<file path="config.mk">
export PLATFORM = sky130hd
export DESIGN_NAME = t02_instr_encoder
export DESIGN_NICKNAME = d
export VERILOG_FILES = /design/src/rtl/t02_instr_encoder.sv
export SDC_FILE = /design/constraint.sdc
export NUM_CORES = 1
export LEC_CHECK = 0
export ABC_CLOCK_PERIOD_IN_PS = 5600
export CORE_MARGIN = 2
export CORE_UTILIZATION = 48
export DETAILED_ROUTE_END_ITERATION = 6
export GPL_ROUTABILITY_DRIVEN = 0
export MAX_ROUTING_LAYER = met4
export PLACE_DENSITY_LB_ADDON = 0.1
export SYNTH_ARGS = -nofsm -noshare
export SYNTH_HDL_FRONTEND = slang
export SYNTH_SLANG_ARGS = --single-unit
</file>
<file path="constraint.sdc">
create_clock -name clk -period 5.6 [get_ports clk]
set_input_delay 0.84 -clock clk [delete_from_list [all_inputs] [get_ports clk]]
set_output_delay 0.84 -clock clk [all_outputs]
set_load 0.1 [all_outputs]
</file>
<file path="src/rtl/t02_instr_encoder.sv">
// t02_instr_encoder: encodes control-unit operations into RV32I words and queues them with write addresses
// Ports: clk/rst (async active-high); in_valid/in_ready/in_cuOP/in_rd/in_rs1/in_rs2/in_imm operation input;
// load_base/base_addr load the write-address counter; out_valid/out_ready/out_instr/out_addr encoded word output;
// err sticky flag for unencodable operations; enc_count number of words enqueued.
module t02_instr_encoder (
  input  logic        clk,
  input  logic        rst,
  input  logic        in_valid,
  output logic        in_ready,
  input  logic [5:0]  in_cuOP,
  input  logic [4:0]  in_rd,
  input  logic [4:0]  in_rs1,
  input  logic [4:0]  in_rs2,
  input  logic [19:0] in_imm,
  input  logic        load_base,
  input  logic [31:0] base_addr,
  output logic        out_valid,
  input  logic        out_ready,
  output logic [31:0] out_instr,
  output logic [31:0] out_addr,
  output logic        err,
  output logic [15:0] enc_count
);
  localparam logic [2:0] FU = 3'd0, FI = 3'd1, FSH = 3'd2, FS = 3'd3, FR = 3'd4, FX = 3'd5;
  logic [19:0] ctl;
  logic [2:0]  fmt;
  logic [6:0]  op, f7;
  logic [2:0]  f3;
  logic [31:0] instr, cur_addr, addr_cnt;
  logic [63:0] mem [2];
  logic        wp, rp, legal, acc, push, pop;
  logic [1:0]  cnt;
  // ctl = {format, opcode, funct3, funct7}; slot 21 and everything above AND is unencodable
  always_comb begin
    ctl = {FX, 7'h00, 3'b000, 7'h00};
    case (in_cuOP)
      6'd0:  ctl = {FU,  7'h37, 3'b000, 7'h00};
      6'd1:  ctl = {FU,  7'h17, 3'b000, 7'h00};
      6'd2:  ctl = {FU,  7'h6f, 3'b000, 7'h00};
      6'd3:  ctl = {FI,  7'h67, 3'b000, 7'h00};
      6'd4:  ctl = {FS,  7'h63, 3'b000, 7'h00};
      6'd5:  ctl = {FS,  7'h63, 3'b001, 7'h00};
      6'd6:  ctl = {FS,  7'h63, 3'b100, 7'h00};
      6'd7:  ctl = {FS,  7'h63, 3'b101, 7'h00};
      6'd8:  ctl = {FS,  7'h63, 3'b110, 7'h00};
      6'd9:  ctl = {FS,  7'h63, 3'b111, 7'h00};
      6'd10: ctl = {FI,  7'h03, 3'b000, 7'h00};
      6'd11: ctl = {FI,  7'h03, 3'b001, 7'h00};
      6'd12: ctl = {FI,  7'h03, 3'b010, 7'h00};
      6'd13: ctl = {FI,  7'h03, 3'b100, 7'h00};
      6'd14: ctl = {FI,  7'h03, 3'b101, 7'h00};
      6'd15: ctl = {FS,  7'h23, 3'b000, 7'h00};
      6'd16: ctl = {FS,  7'h23, 3'b001, 7'h00};
      6'd17: ctl = {FS,  7'h23, 3'b010, 7'h00};
      6'd18: ctl = {FI,  7'h13, 3'b000, 7'h00};
      6'd19: ctl = {FI,  7'h13, 3'b010, 7'h00};
      6'd20: ctl = {FI,  7'h13, 3'b011, 7'h00};
      6'd22: ctl = {FI,  7'h13, 3'b100, 7'h00};
      6'd23: ctl = {FI,  7'h13, 3'b110, 7'h00};
      6'd24: ctl = {FI,  7'h13, 3'b111, 7'h00};
      6'd25: ctl = {FSH, 7'h13, 3'b001, 7'h00};
      6'd26: ctl = {FSH, 7'h13, 3'b101, 7'h00};
      6'd27: ctl = {FSH, 7'h13, 3'b101, 7'h20};
      6'd28: ctl = {FR,  7'h33, 3'b000, 7'h00};
      6'd29: ctl = {FR,  7'h33, 3'b000, 7'h20};
      6'd30: ctl = {FR,  7'h33, 3'b001, 7'h00};
      6'd31: ctl = {FR,  7'h33, 3'b010, 7'h00};
      6'd32: ctl = {FR,  7'h33, 3'b011, 7'h00};
      6'd33: ctl = {FR,  7'h33, 3'b100, 7'h00};
      6'd34: ctl = {FR,  7'h33, 3'b101, 7'h00};
      6'd35: ctl = {FR,  7'h33, 3'b101, 7'h20};
      6'd36: ctl = {FR,  7'h33, 3'b110, 7'h00};
      6'd37: ctl = {FR,  7'h33, 3'b111, 7'h00};
      default: ctl = {FX, 7'h00, 3'b000, 7'h00};
    endcase
  end
  assign {fmt, op, f3, f7} = ctl;
  assign legal = fmt != FX;
  // branches share the store layout because the control unit already emits the split immediate
  assign instr = fmt == FU  ? {in_imm, in_rd, op} :
                 fmt == FI  ? {in_imm[11:0], in_rs1, f3, in_rd, op} :
                 fmt == FSH ? {f7, in_imm[4:0], in_rs1, f3, in_rd, op} :
                 fmt == FS  ? {in_imm[11:5], in_rs2, in_rs1, f3, in_imm[4:0], op} :
                 fmt == FR  ? {f7, in_rs2, in_rs1, f3, in_rd, op} : 32'h0;
  assign in_ready  = cnt != 2'd2;
  assign out_valid = cnt != 2'd0;
  assign {out_instr, out_addr} = mem[rp];
  assign acc  = in_valid && in_ready;
  assign push = acc && legal;
  assign pop  = out_valid && out_ready;
  // a same-cycle base load is visible to the word pushed in that cycle
  assign cur_addr = load_base ? {base_addr[31:2], 2'b00} : addr_cnt;
  always_ff @(posedge clk or posedge rst) begin
    if (rst) begin
      mem[0]    <= '0;
      mem[1]    <= '0;
      wp        <= 1'b0;
      rp        <= 1'b0;
      cnt       <= 2'd0;
      addr_cnt  <= '0;
      enc_count <= '0;
      err       <= 1'b0;
    end else begin
      if (push) begin
        mem[wp]   <= {instr, cur_addr};
        wp        <= ~wp;
        enc_count <= enc_count + 16'd1;
      end
      if (pop) rp <= ~rp;
      cnt      <= cnt + {1'b0, push} - {1'b0, pop};
      addr_cnt <= push ? cur_addr + 32'd4 : cur_addr;
      err      <= err | (acc && !legal);
    end
  end
endmodule

</file>
==> impl_metrics.env <==
export IMPL_worst_pin_slew_ps=1080
export IMPL_nNetsFinal=1120
export IMPL_holdCritPathClass="reg -> reg"
export IMPL_clock_latency_ps=440
export IMPL_ff2ff_setup_slack_ps=2920
export IMPL_r2r_end="addr_cnt[31]"
export IMPL_clk_path_buf_depth=2
export IMPL_yosys_cell_types_count=70
export IMPL_worstPathMaxFanout=31
export IMPL_dp_hpwl_mm=14.6
export IMPL_avgSynthCellArea_um2=10.3
export IMPL_core_area_mm2=0.0188
export IMPL_via_count=6916
export IMPL_clock_sinks=179
export IMPL_skew_ps=18.6
export IMPL_numCtsBuffers=17
export IMPL_ant_nets=0
export IMPL_synth_simple_area_share=0.132
export IMPL_setup_viol=0
export IMPL_clock_root_buffer="clkbuf_16"
export IMPL_die_w_um=143
export IMPL_gr_total_overflow=0
export IMPL_clk_pin_slew_ps=70
export IMPL_rsz0062_at_grt="false"
export IMPL_crit_path_start_kind="flop"
export IMPL_synthToLayoutAreaGrowth_pct=24.8
export IMPL_die_area_mm2=0.0204
export IMPL_synth_cells=897
export IMPL_grt_antenna_before_repair=0
export IMPL_fin_crit_sh=0.717
export IMPL_slew_viol_final=0
export IMPL_r2r_start="addr_cnt[6]"
export IMPL_cp_end_kind="primary output"
export IMPL_die_h_um=143
export IMPL_synth_edf_count=0
export IMPL_hold_buffers=0
export IMPL_final_common_cell="dfrtp_1"
export IMPL_worst_slack_ps=1580
export IMPL_cts_setup_buffers=0
export IMPL_synth_compound_area_frac=0.150
export IMPL_routed_via_density=5.31
export IMPL_cts_resized=0
export IMPL_routedWlPerCell_um=16.7
export IMPL_regArea_mm2=0.00448
export IMPL_finalSetupTns_ps=0
export IMPL_num_antenna_cells=0
export IMPL_grt_pass1_wl_mm=36.0
export IMPL_drt_iter0_drc=476
export IMPL_rr_worst_depth=6
export IMPL_maxCapViolCount=0
export IMPL_yosys_most_used_dff="dfrtp_1"
export IMPL_synth_top_family_by_area="compound AO/OA/AOI/OAI gates"
export IMPL_pin_count=161
export IMPL_synth_fa_ha_area_frac=0.0173
export IMPL_multi_input_area_mm2=0.00438
export IMPL_drc_errors=0
export IMPL_io_buffers=158
export IMPL_dr_pass1_iters=5
export IMPL_yosysWarnings=0
export IMPL_grt_pass1_vias=6985
export IMPL_hold_start="enc_count[15]"
export IMPL_drt_wl_total_mm=21.7
export IMPL_hold_path_depth=1
export IMPL_cp_arrival_ps=3180
export IMPL_startpoint="rp"
export IMPL_worstPathRequired_ps=4760
export IMPL_max_slew_margin=0.279
export IMPL_rows=50
export IMPL_critPathKind="reg -> out"
export IMPL_ys_ff_latch=179
export IMPL_place_ws_ps=1440
export IMPL_status="complete, no violations"
export IMPL_start_util=0.491
export IMPL_syn_area_mm2=0.00925
export IMPL_synthXorXnorAreaFrac=0.0483
export IMPL_grt_max_degree=180
export IMPL_post_route_min_period_ps=4020
export IMPL_track_usage=0.230
export IMPL_min_to="enc_count[15]"
export IMPL_muxShareOfSynthArea=0.126
export IMPL_n_fill_cell=1656
export IMPL_synthArstFlopShare=1.00
export IMPL_layout_common_cells="dfrtp_1 (178), nand2_1 (162), clkdlybuf4s50_1 (157), o21ai_0 (106), mux2_2 (68)"
export IMPL_ys_seq_area_frac=0.484
export IMPL_cts_tree="built"
export IMPL_synth_nets=987
export IMPL_drive_gt1_frac=0.136
export IMPL_htree_levels=4
export IMPL_hold_viol_final=0
export IMPL_max_freq_mhz=249
-- worst max path at each step --
stage               cells past startpoint             to
finish                                  3  out_instr[27]
global route                            3  out_instr[27]
CTS                                     3  out_instr[27]
detailed placement                      7   addr_cnt[31]
global placement                        7   addr_cnt[31]
floorplan                               1    addr_cnt[0]
-- layer usage --
metal | global-route usage | part of all wire | routed length, µm
met1 | 0.314 | 0.48 | 10400
met2 | 0.355 | 0.46 | 10100
met3 | 0.0473 | 0.044 | 963
met4 | 0.0552 | 0.012 | 262
met5 | - | 0 | 0
-- cells by family after synthesis --
group / Yosys count
AND/OR/NAND/NOR: 267
AO/OA/AOI/OAI: 208
flip-flops: 179
multiplexers: 107
buffers and inverters: 72
XOR/XNOR: 51
adder cells (fa/ha/maj): 13
-- sequential cells by signal (all words and copies together), names as in the netlist --
name       count
mem          126
cnt            2
err            1
rp             1
wp             1
addr_cnt      32
enc_count     16
-- through the flow --
| step | area (µm²) | std cells | utilization | hold slack [ps] |
|---|---|---|---|---|
| global placement | 11000 | 1271 | 0.582 | 453 |
| floorplan | 9250 | 897 | - | 443 |
| finish | 11500 | 1303 | 0.613 | 467 |
| detailed placement | 11000 | 1271 | 0.582 | 457 |
| CTS | 11500 | 1303 | 0.613 | 472 |
| global route | 11500 | 1303 | 0.613 | 483 |
-- cell type report --
| type | instances | area share |
|---|---|---|
| multi-input cells | 646 | 0.380 |
| clock buffers | 17 | 0.0369 |
| clock inverters | 15 | 0.0141 |
| well taps | 260 | 0.0282 |
| flip-flops and latches | 179 | 0.388 |
| repair buffers | 169 | 0.147 |
| inverters | 17 | 0.00586 |
-- critical path, cell delays in order (launching register included) --
cell and delay [ps]:
dfrtp_2 880, buf_4 430, mux2_2 220, clkdlybuf4s50_1 1180
-- Yosys cell counts (3+ instances only) --
master | count | area, µm²
a211oi_1 | 6 | 45.0
mux2i_1 | 38 | 380
o22ai_1 | 4 | 25.0
a22oi_1 | 11 | 82.6
mux2_2 | 68 | 766
nand4b_1 | 5 | 43.8
nor2_1 | 26 | 97.6
buf_2 | 21 | 105
and2_1 | 5 | 31.3
nand2b_1 | 4 | 25.0
and3_1 | 4 | 25.0
o31ai_1 | 10 | 75.1
nand3_1 | 17 | 85.1
or2_2 | 4 | 25.0
a21oi_1 | 16 | 80.1
a2111oi_2 | 3 | 45.0
a31o_2 | 3 | 26.3
xor2_1 | 31 | 272
dfrtp_1 | 179 | 4480
a32oi_1 | 7 | 61.3
ha_1 | 12 | 150
inv_1 | 17 | 63.8
a31oi_1 | 13 | 81.3
buf_6 | 6 | 67.6
a2111oi_4 | 3 | 82.6
nand2_1 | 162 | 608
nor2b_1 | 7 | 43.8
clkbuf_1 | 20 | 75.1
xnor2_1 | 20 | 175
nand4_1 | 8 | 50.1
o211ai_1 | 4 | 30.0
o21ai_0 | 106 | 531
nand3b_1 | 6 | 45.0
nor3_1 | 7 | 35.0
buf_4 | 5 | 37.5
Power is left out: the tool's default activity adds up to more than one toggle a clock period on the data nets, which glitch-free logic cannot reach.
